--- src/rtl/uart_pin_arbiter.sv ---
// Two-requester arbiter for one physical UART pin pair.
// Ownership alternates and is handed over only after the line has idled for IDLE_CYCLES.
module uart_pin_arbiter #(
  parameter  int IDLE_CYCLES = 8680,
  localparam int CNT_W       = $clog2(IDLE_CYCLES + 1)
) (
  input  logic       clk_i,
  input  logic       rst_i,
  input  logic [1:0] req_i,
  output logic [1:0] gnt_o,
  input  logic       tx0_i,
  input  logic       tx1_i,
  output logic       rx0_o,
  output logic       rx1_o,
  output logic       tx_o,
  input  logic       rx_i
);

  localparam logic [1:0]       ST_IDLE = 2'b00;
  localparam logic [1:0]       ST_OWN0 = 2'b01;
  localparam logic [1:0]       ST_OWN1 = 2'b10;
  localparam logic [CNT_W-1:0] CNT_MAX = CNT_W'(IDLE_CYCLES);

  logic [1:0]       state_q, state_d;
  logic             last_q, last_d;
  logic [CNT_W-1:0] cnt_q, cnt_d;
  logic             tx_q, tx_d;
  logic             rx_s1, rx_s2;
  logic             own_tx;

  always_ff @(posedge clk_i) begin
    if (rst_i) begin
      state_q <= ST_IDLE;
      last_q  <= 1'b1;
      cnt_q   <= '0;
      tx_q    <= 1'b1;
      rx_s1   <= 1'b1;
      rx_s2   <= 1'b1;
    end else begin
      state_q <= state_d;
      last_q  <= last_d;
      cnt_q   <= cnt_d;
      tx_q    <= tx_d;
      rx_s1   <= rx_i;
      rx_s2   <= rx_s1;
    end
  end

  // Round-robin pick on a tie; owners leave only with their request low and a full guard.
  always_comb begin
    state_d = state_q;
    unique case (state_q)
      ST_IDLE: begin
        unique case (req_i)
          2'b01:   state_d = ST_OWN0;
          2'b10:   state_d = ST_OWN1;
          2'b11:   state_d = last_q ? ST_OWN0 : ST_OWN1;
          default: state_d = ST_IDLE;
        endcase
      end
      ST_OWN0: if (!req_i[0] && cnt_q == CNT_MAX) state_d = ST_IDLE;
      ST_OWN1: if (!req_i[1] && cnt_q == CNT_MAX) state_d = ST_IDLE;
      default: state_d = ST_IDLE;
    endcase
  end

  always_comb begin
    own_tx = (state_q == ST_OWN1) ? tx1_i : tx0_i;
    last_d = last_q;
    if (state_q == ST_IDLE && state_d != ST_IDLE) last_d = state_d[1];

    // Guard counter: any low bit on either direction of the owned line restarts it.
    if (state_q == ST_IDLE)     cnt_d = '0;
    else if (own_tx && rx_s2)   cnt_d = (cnt_q == CNT_MAX) ? cnt_q : cnt_q + CNT_W'(1);
    else                        cnt_d = '0;

    unique case (state_d)
      ST_OWN0: tx_d = tx0_i;
      ST_OWN1: tx_d = tx1_i;
      default: tx_d = 1'b1;
    endcase

    gnt_o = state_q;
    tx_o  = tx_q;
    rx0_o = (state_q == ST_OWN0) ? rx_s2 : 1'b1;
    rx1_o = (state_q == ST_OWN1) ? rx_s2 : 1'b1;
  end

endmodule

--- config.mk ---
export PLATFORM = sky130hd
export DESIGN_NAME = uart_pin_arbiter
export DESIGN_NICKNAME = d
export VERILOG_FILES = /design/src/rtl/uart_pin_arbiter.sv
export SDC_FILE = /design/constraint.sdc
export NUM_CORES = 1
export LEC_CHECK = 0
export CORE_MARGIN = 2
export CORE_UTILIZATION = 52
export DETAILED_ROUTE_END_ITERATION = 6
export GPL_TIMING_DRIVEN = 0
export PLACE_DENSITY = 0.76
export SYNTH_ARGS = -nofsm -noshare
export SYNTH_HDL_FRONTEND = slang
export SYNTH_SLANG_ARGS = --single-unit
--- constraint.sdc ---
create_clock -name clk_i -period 2.8 [get_ports clk_i]
set_clock_uncertainty 0.1 [all_clocks]
set_input_delay 0.56 -clock clk_i [delete_from_list [all_inputs] [get_ports clk_i]]
set_output_delay 0.56 -clock clk_i [all_outputs]
set_load 0.05 [all_outputs]
==> flow_summary.ini <==
[run_status]
status = completed

[cells_and_area]
fin_util_pct = 65.36
layout-drive-gt1-share_pct = 7.200
finalNonFillerCells = 150
n_antenna_cell = 0
layout.cells.most_common_list = 20 x dfxtp_1, 14 x nor2_1, 11 x clkdlybuf4s50_1, 10 x nand2_1, 8 x xnor2_1
final_common_cell = dfxtp_1
syn2layout_area_growth_pct = 18.68
fin_nets = 138
nFillCells = 152

[clocking]
clock_latency_ns = 0.30
post_cts_buffers = 0
h-tree-depth = 1
cts_buffers = 3
cts_tree = done
cts_sinks = 20
cts_hold_buf = 0
clk_pin_slew_worst_paths_ns = 0.11
cts_resized = 0
cts-root-buf = clkbuf_4
clock_path_buffers = 2

[synth]
yosysUniqueCellTypes = 26
synth_warnings = 0
synth.avg_cell_area_um2 = 8.645
synthesis.instances = 110
yosysTopAreaCellShare_pct = 42.11
yosys-top-cells-area = dfxtp_1 42%, xnor2_1 7.4%, ha_1 6.6%
synth_seq_cells = 20
synthesis.area_um2 = 950.9
synth_top_area_cell = dfxtp_1
syn-num-nets = 122
yosysSeqAreaShare_pct = 42.11

[sta]
hold_viol_final = 0
finalCritPeriodShare_pct = 88.67
tns_ns = 0
setup_viol = 0
worst_pin_slew_ns = 0.5287
max_freq_mhz = 402.8
rsz0062_at_grt = no
finalMaxSlewViolations = 0
slew_headroom_pct = 64.43
timing.final.ws_setup_ns = 0.3171
holdWs_ns = 0.3242
post-route-min-period_ns = 2.483

[drt]
wire_per_inst_um = 11.13
ant_nets = 0
first_iter_violations = 8
drc = 0
vias = 762
wirelength_um = 1670
vias_per_cell = 5.080
dr.pass1.iters = 4

[critical_path]
crit_path_max_incr_delay_ns = 0.56
required_ns = 2.90
critPathLaunchType = flip-flop
crit_slowest_cell = or4b_1
cp_cell_sequence = or4b_1, or4_4, a21oi_2, inv_1, ha_1, a211oi_1, nand2_1
rr_startpoint = cnt_q[9]
endpoint_kind = flip-flop
crit_start = cnt_q[9]
setup.worst_path.class = flip-flop to flip-flop
cp.arrival_ns = 2.58
crit_fanout = 6

[floorplanning]
row_count = 15
die_x_um = 46.77
ios = 12
core_um2 = 1727
die_h_um = 46.77
initial_utilization_pct = 55.07
fp.dieArea_um2 = 2187

[grt]
grt_use_total_pct = 18.07
grt_pass1_wl_um = 2898
first_global_vias = 686
grt_max_degree = 12
globalRouteOverflowTotal = 0
grt_antenna_before_repair = 0

[placed_design]
dp_cells = 146
post-place-ws_ns = 0.3294
port_buffers = 11
hpwl_um = 1318
gp_congestion = 0.7561

[power]
peakVddDrop_mv = 0.4168
p_leak_nw = 0.3762
pwr_density_cell_nw_per_um2 = 502.9

[run]
max-cap-violations = 0

[hold_path]
min-delay-start = rx_s1
hold_path.class = flip-flop to flip-flop
[metal layers]
| layer | GRT usage, % | share of wire [%] | vias to the layer above |
|---|---|---|---|
| li1 | - | - | 408 |
| met1 | 26.54 | 54 | 336 |
| met2 | 26.85 | 42 | 12 |
| met3 | 3.462 | 2.5 | 6 |
| met4 | 5.556 | 1.3 | 0 |
| met5 | 0 | 0 | - |
[logic make-up after synthesis]
kind of cell	count (synthesis)	share of synthesized area (%)
simple gates	57	30.92
mux	1	1.053
buf+inv	8	3.158
fa+ha+maj	5	6.579
compound gates	7	5.133
xor+xnor	12	11.05
flops	20	42.10
[path summary, 6_finish.rpt]
kind                            slack, ns  depth (start not counted)  endpoint
worst max-delay path                 0.32                          7      tx_o
worst max register to register       0.32                          7      tx_o
worst min-delay path                 0.32                          1     rx_s2
worst min register to register       0.32                          1     rx_s2
[Yosys cell counts]
cell and count:
nand4_1 4, nor2b_1 1, or2_2 2, dfxtp_1 20, a21oi_1 2, nor2_1 14
or4b_1 1, nand3_1 5, clkbuf_1 2, nor4_1 4, ha_1 5, nand2_1 10
a21oi_2 2, or4_4 1, or3_1 3, a211oi_1 1, nand3b_1 1, nand2b_1 3
nor3_1 7, a31oi_1 1, xnor2_1 8, inv_1 6, and4_1 1, xor2_1 4
mux2i_1 1, a22oi_1 1
[sequential cells by signal, summed over array words and instances, names as in the netlist]
signal,count
gnt_o,2
cnt_q,14
tx_o,1
last_q,1
rx_s2,1
rx_s1,1
[report_power, final]
part	switching, mW	total [mW]	internal, mW
combinational	0.0566	0.0970	0.0404
clock	0.0852	0.164	0.0793
sequential	0.0104	0.306	0.296
total	0.152	0.568	0.415
[layout make-up]
type | count | area [um^2] | share of cell area, %
Multi-Input combinational cell | 82 | 520.5 | 46.12
Sequential cell | 20 | 400.4 | 35.48
Timing Repair Buffer | 11 | 110.1 | 9.756
Clock buffer | 4 | 36.28 | 3.215
Tap cell | 25 | 31.28 | 2.772
Inverter | 6 | 22.52 | 1.996
Buffer | 2 | 7.507 | 0.6652
[through the flow]
stage	area (um^2)	power, mW
2_1_floorplan	950.9	0.3761
3_3_place_gp	1092	0.4072
3_5_place_dp	1092	0.4096
4_1_cts	1129	0.5745
5_1_grt	1129	0.5959
6_report	1129	0.5675
[worst max-delay path, delay by kind of cell (launching register included)]
family / cells / cell delay [ns]
buf+inv: 1 / 0.07
compound gates: 2 / 0.46
simple gates: 3 / 1.11
fa+ha+maj: 1 / 0.27
flops: 1 / 0.38
Power figures use the tool's default switching activity.
